File: config.mk
export PLATFORM = sky130hd
export DESIGN_NAME = mem_arbiter
export DESIGN_NICKNAME = d
export VERILOG_FILES = /design/src/rtl/mem_arbiter.sv
export SDC_FILE = /design/constraint.sdc
export NUM_CORES = 1
export LEC_CHECK = 0
export ABC_AREA = 1
export CAP_MARGIN = 10
export CORE_MARGIN = 2
export CORE_UTILIZATION = 45
export DETAILED_ROUTE_END_ITERATION = 7
export GPL_TIMING_DRIVEN = 0
export PLACE_DENSITY = 0.89
export RECOVER_POWER = 50
export SLEW_MARGIN = 20
export SYNTH_ARGS = -nofsm -noshare
export SYNTH_HDL_FRONTEND = slang
export SYNTH_SLANG_ARGS = --single-unit
File: constraint.sdc
create_clock -name clk -period 3.1 [get_ports clk]
set_input_delay 0.93 -clock clk [delete_from_list [all_inputs] [get_ports clk]]
set_output_delay 0.93 -clock clk [all_outputs]
set_load 0.01 [all_outputs]
File: src/rtl/mem_arbiter.sv
// Two-requester (icache/dcache) arbiter serialising transactions onto one memory port,
// with a watchdog abort. Define ARB_ROUND_ROBIN_EN for round-robin ties (default: dcache priority).
module mem_arbiter #(
    parameter int unsigned TIMEOUT = 255
) (
    input  logic        clk,
    input  logic        reset,
    input  logic        i_req,
    input  logic [31:0] i_addr,
    output logic        i_ready,
    output logic [31:0] i_rdata,
    input  logic        d_req,
    input  logic        d_we,
    input  logic [31:0] d_addr,
    input  logic [31:0] d_wdata,
    output logic        d_ready,
    output logic [31:0] d_rdata,
    output logic        mem_req,
    output logic        mem_we,
    output logic [31:0] mem_addr,
    output logic [31:0] mem_wdata,
    input  logic [31:0] mem_rdata,
    input  logic        mem_ready,
    output logic        busy,
    output logic        grant_d,
    output logic        err_timeout
);

    localparam int unsigned CW = $clog2(TIMEOUT + 1);
    localparam logic [CW-1:0] CNT_MAX  = CW'(TIMEOUT);
    localparam logic [CW-1:0] CNT_LAST = CW'(TIMEOUT - 1);

    typedef enum logic [1:0] {
        S_IDLE,
        S_MEM,
        S_RESP
    } state_t;

    state_t        state;
    logic [CW-1:0] wd_cnt;
    logic          pick_d;

`ifdef ARB_ROUND_ROBIN_EN
    logic last_d;
`endif

    // NOTE: pick_d gets a default before any conditional override so no latch is inferred.
    always_comb begin
        pick_d = d_req;
`ifdef ARB_ROUND_ROBIN_EN
        if (i_req && d_req) pick_d = !last_d;
`endif
    end

    // NOTE: all state is updated with non-blocking assignments so every register
    // sees the pre-edge value of every other register.
    always_ff @(posedge clk or negedge reset) begin
        if (!reset) begin
            state       <= S_IDLE;
            wd_cnt      <= '0;
            i_ready     <= 1'b0;
            i_rdata     <= '0;
            d_ready     <= 1'b0;
            d_rdata     <= '0;
            mem_req     <= 1'b0;
            mem_we      <= 1'b0;
            mem_addr    <= '0;
            mem_wdata   <= '0;
            busy        <= 1'b0;
            grant_d     <= 1'b0;
            err_timeout <= 1'b0;
`ifdef ARB_ROUND_ROBIN_EN
            last_d      <= 1'b1;  // icache wins the first tie after reset
`endif
        end else begin
            unique case (state)
                S_IDLE: begin
                    if (i_req || d_req) begin
                        state   <= S_MEM;
                        busy    <= 1'b1;
                        mem_req <= 1'b1;
                        grant_d <= pick_d;
                        wd_cnt  <= '0;
`ifdef ARB_ROUND_ROBIN_EN
                        last_d  <= pick_d;
`endif
                        if (pick_d) begin
                            mem_addr  <= d_addr & ~32'h3;
                            mem_we    <= d_we;
                            mem_wdata <= d_wdata;
                        end else begin
                            mem_addr  <= i_addr & ~32'h3;
                            mem_we    <= 1'b0;
                            mem_wdata <= '0;
                        end
                    end
                end

                S_MEM: begin
                    if (mem_ready) begin
                        mem_req <= 1'b0;
                        state   <= S_RESP;
                        if (grant_d) begin
                            d_ready <= 1'b1;
                            d_rdata <= mem_we ? '0 : mem_rdata;
                        end else begin
                            i_ready <= 1'b1;
                            i_rdata <= mem_rdata;
                        end
                    end else begin
                        if (wd_cnt != CNT_MAX) wd_cnt <= wd_cnt + 1'b1;
                        // Counter reaches TIMEOUT at this edge: abandon the transaction.
                        if (wd_cnt >= CNT_LAST) begin
                            mem_req     <= 1'b0;
                            err_timeout <= 1'b1;
                            state       <= S_RESP;
                            if (grant_d) begin
                                d_ready <= 1'b1;
                                d_rdata <= '0;
                            end else begin
                                i_ready <= 1'b1;
                                i_rdata <= '0;
                            end
                        end
                    end
                end

                S_RESP: begin
                    i_ready <= 1'b0;
                    d_ready <= 1'b0;
                    busy    <= 1'b0;
                    state   <= S_IDLE;
                end

                default: state <= S_IDLE;
            endcase
        end
    end

endmodule

# == Word-level counts from Yosys, hierarchy flattened ==
# Index checks and enable logic that the tools add are counted.
# classes
n_addsub,1
n_lt_le_gt_ge,1
eq_ne,7
muxes,33
bitwise,2
n_reduce_logical,15
# ops
cell,n
$mux 32,11
$mux 8,3
$pmux 8 s2,1
$reduce_and 3->1,4
$mux 1,10
$add 8x1->8 const B,1
$ge 8x8->1 const B,1
$ne 8x8->1 const B,1
$pmux 1 s2,4
$reduce_and 2->1,4
$reduce_bool 2->1,4
$mux 2,3
$ne 2x2->1 const B,3
$pmux 2 s2,1
$reduce_and 4->1,1
$ne 3x3->1 const B,1
$eq 2x1->1 const B,1
$eq 2x2->1 const B,1
$logic_not 2->1,1
$not 1->1,2
$logic_or 1x1->1,1
# word_totals
register_bits,145
in_bits,134
out_inout_bits,135

# == Logic depth before layout (Yosys ltp) ==
# logic_depth
ltp_word,4
mapped_depth,10

# == Worst setup path before layout ==
# Ideal clock, no wire load.
# synth_path
path_kind,input -> register
startpoint,input d_req
endpoint,register mem_addr[10]
t_arrival_ns,1.646
setup_slack_ns,1.372
path_stages,5
path_buffers,2
cell_sequence,buf_2 inv_1 clkbuf_1 nand2_1 a31oi_1
# synth_via
elab_chain_cells,2
elab_cells_between_ends,3
classes_between,mux (1); reduce/logical (2)
# synth_lines
element,line_no,rtl
from (decl),12,"input logic d_req,"
$logic_or 1x1->1,78,if (i_req || d_req) begin
$reduce_and 2->1 (no source line),n/a,
to (signal assigned),88,mem_addr <= d_addr & ~32'h3;
to (signal assigned),92,mem_addr <= i_addr & ~32'h3;
to (decl),20,"output logic [31:0] mem_addr,"
# Parallel ways exist; a longest one is shown, timed or not.
# A chain may end at the register's enable or synchronous reset.

# == Worst setup path in the final report ==
# layout_path
startpoint,input d_req
endpoint,register mem_wdata[7]
# layout_via
elab_chain_cells,2
elab_cells_between_ends,3
classes_between,mux (1); reduce/logical (2)
# layout_lines
element,line_no,rtl
$logic_or 1x1->1,78,
$reduce_and 2->1 (no source line),n/a,
to (signal assigned),90,mem_wdata <= d_wdata;
to (decl),21,"output logic [31:0] mem_wdata,"
# Parallel ways exist; a longest one is shown, timed or not.

==> out/summary.txt <==
Slew Viols, Final -> 0
Initial Util -> 45.6%
footprint of the multi-input gates -> 0.00259 sq mm
TritonCTS clock tree -> built
vias in the first global route -> 6605
fin crit share -> 78.0%
critical path class -> primary input to register
Yosys reg bits -> 143
Slew @ Worst Pin -> 1.43 ns
die height -> 125 um
area grow syn2layout -> 52.6%
Routed WL per cell -> 16.0 um
Slew headroom -> 4.72%
Synth cell types -> 29
Setup violations, final -> 0
setup bufs post-CTS -> 0
total wire length -> 20400 um
Setup TNS Final -> 0 ns
hold buffers post-CTS -> 0
Layout Cells excl Fill -> 1274
Worst EP required -> 3.46 ns
Core Region -> 0.0144 sq mm
Final Wtd Congestion -> 0.907
Via Count -> 6643
clk_lat worst skew -> 0.43 ns
Critical Path Max Stage Delay -> 0.59 ns
Tmin final -> 2.42 ns
# port buffers -> 262
Worst Hold Class -> primary input to async pin
first-pass GRT wire length -> 32900 um
LEAKAGE -> 4.69 nW
placed cell count -> 1242
global route overflow -> 0
Ys Warns -> 0
Row Count -> 44
CP endpoint kind -> register
Crit path arrival time -> 2.78 ns
Post-Syn Area -> 0.00655 sq mm
power density cells -> 980 mW/mm^2
number of buffers created by CTS -> 17
family with the most delay on the worst path -> buffers and inverters
routed vias/inst -> 5.21
DRC -> 0
syn avg cell area -> 8.25 sq um
commonest non-fill, non-tap cell in the layout -> nand2_1
maximum VDD drop -> 0.000470 V
Die Wd -> 125 um
Worst Path Max Fanout -> 10
First DRT Iteration DRCs -> 525
RSZ-0062 raised after global routing -> false
CP cell instances -> dlygate4sd3_1 > o21ai_0 > clkbuf_1 > clkbuf_1 > nand2_1 > nand2_1
Fmax -> 413 MHz
total die area -> 0.0155 sq mm
post-route ant nets -> 0
number of antenna diodes -> 0
Final Hold Vio Count -> 0
IO Pins -> 269
gr usage total -> 26.5%
Setup Skew -> 0.00863 ns
most frequent cells in the layout -> nand2_1, clkdlybuf4s50_1, dfrtp_1
post-synthesis instance total -> 794
Resized cells post-CTS -> 0
WP buf/inv -> 3
share of layout cells above drive strength 1 -> 5.96%
DRT Pass-1 Iters -> 7
Max Buffers Root-to-Sink -> 2
Fillers -> 1074
hpwl dp -> 15300 um
Final nets -> 1217
FF+latch area -> 0.00358 sq mm
Max-Cap Viols -> 0
largest net degree at the start of global routing -> 102
startpoint class of the critical path -> primary input
status -> completed
H-tree levels -> 4
clock sink count -> 143
CTS root buf -> clkbuf_16
initial antenna violation count -> 0
Worst-path clk slew -> 0.06 ns
Crit-path slowest cell -> dlygate4sd3_1
Seq/Total Area, Yosys -> 54.6%
-- metal layers --
| layer | wire length, um | GRT usage (%) | share of wire [%] | up-vias |
|---|---|---|---|---|
| met5 | 0 | 0 | 0 | - |
| met2 | 10400 | 47.1 | 51 | 322 |
| met4 | 552 | 10.4 | 2.7 | 0 |
| li1 | - | - | - | 3170 |
| met3 | 1760 | 8.16 | 8.6 | 40 |
| met1 | 7630 | 29.7 | 37 | 3111 |
-- final timing paths --
check / start / endpoint / slack (ns) / cells past startpoint
min reg2reg: mem_wdata[21] / mem_wdata[21] / 0.47 / 2
max in group asynchronous: reset / mem_addr[27] / 0.97 / 2
min in group clk: mem_wdata[21] / mem_wdata[21] / 0.47 / 2
max reg2reg: state[1] / i_rdata[12] / 0.73 / 7
min: reset / i_rdata[12] / 0.38 / 1
max: d_req / mem_wdata[7] / 0.68 / 6
-- where the power goes --
part / switching (W) / leakage (nW) / internal (W)
Clock: 0.000835 / 0.289 / 0.00122
Combinational: 0.00238 / 2.60 / 0.00217
Sequential: 0.000491 / 1.79 / 0.00271
-- flip-flops by register name, indices dropped and copies added, names as in the netlist --
register     count
i_ready          1
d_rdata         32
i_rdata         32
mem_req          1
mem_addr        30
d_ready          1
mem_wdata       32
err_timeout      1
wd_cnt           8
busy             1
state            2
mem_we           1
grant_d          1
-- logic make-up after synthesis --
kind of cell / after synthesis / share of synthesized area [%]
other: 1 / 0.0572
adder cells (fa/ha/maj): 6 / 1.15
buffers and inverters: 79 / 5.82
AO/OA/AOI/OAI: 49 / 4.58
AND/OR/NAND/NOR: 516 / 33.8
flip-flops: 143 / 54.6
-- worst register-to-register path, stage by stage, from the launching register on --
cell	delay (ns)
dfrtp_1	0.40
inv_1	0.11
ha_1	0.16
clkbuf_1	0.42
clkbuf_1	0.45
clkbuf_1	0.42
nand4_1	0.21
nand2_1	0.12
-- synthesized netlist by cell type (all sizes together) --
master  number  area (sq um)
or2          2          12.5
dfrtp      143          3580
clkbuf      35           131
ha           6          75.1
o211ai       1          7.51
a21boi       1          7.51
nand3       48           270
buf         28           190
a31o         1          8.76
nand2      328          1240
o21ai       13          65.1
o21bai       2          15.0
a31oi       30           188
nor2        72           273
a21oi        1          8.76
clkinv       1          3.75
nand3b       1          7.51
conb         1          3.75
inv         15          56.3
nand4       65           407
-- metrics by stage --
| step | cell area, sq um | power, W | setup slack (ns) | hold WS [ns] | util [%] |
|---|---|---|---|---|---|
| after detailed placement | 9440 | 0.00778 | 0.486 | 0.458 | 65.7 |
| after floorplan | 6560 | 0.00529 | 1.37 | 0.467 | - |
| after global routing | 10000 | 0.0104 | 0.514 | 0.397 | 69.6 |
| after CTS | 10000 | 0.00987 | 0.771 | 0.388 | 69.8 |
| final | 10000 | 0.00980 | 0.681 | 0.379 | 69.6 |
| after global placement | 9410 | 0.00762 | -4.55 | 0.453 | 65.5 |
-- layout make-up --
type	count	area share (%)
Buffer	63	3.13
Clock buffer	18	4.39
Clock inverter	14	1.54
Inverter	16	0.600
Multi-Input combinational cell	573	25.9
Sequential cell	143	35.8
Tap cell	184	2.30
Timing Repair Buffer	263	26.3
Note: power is estimated with default switching activity, not from simulation.
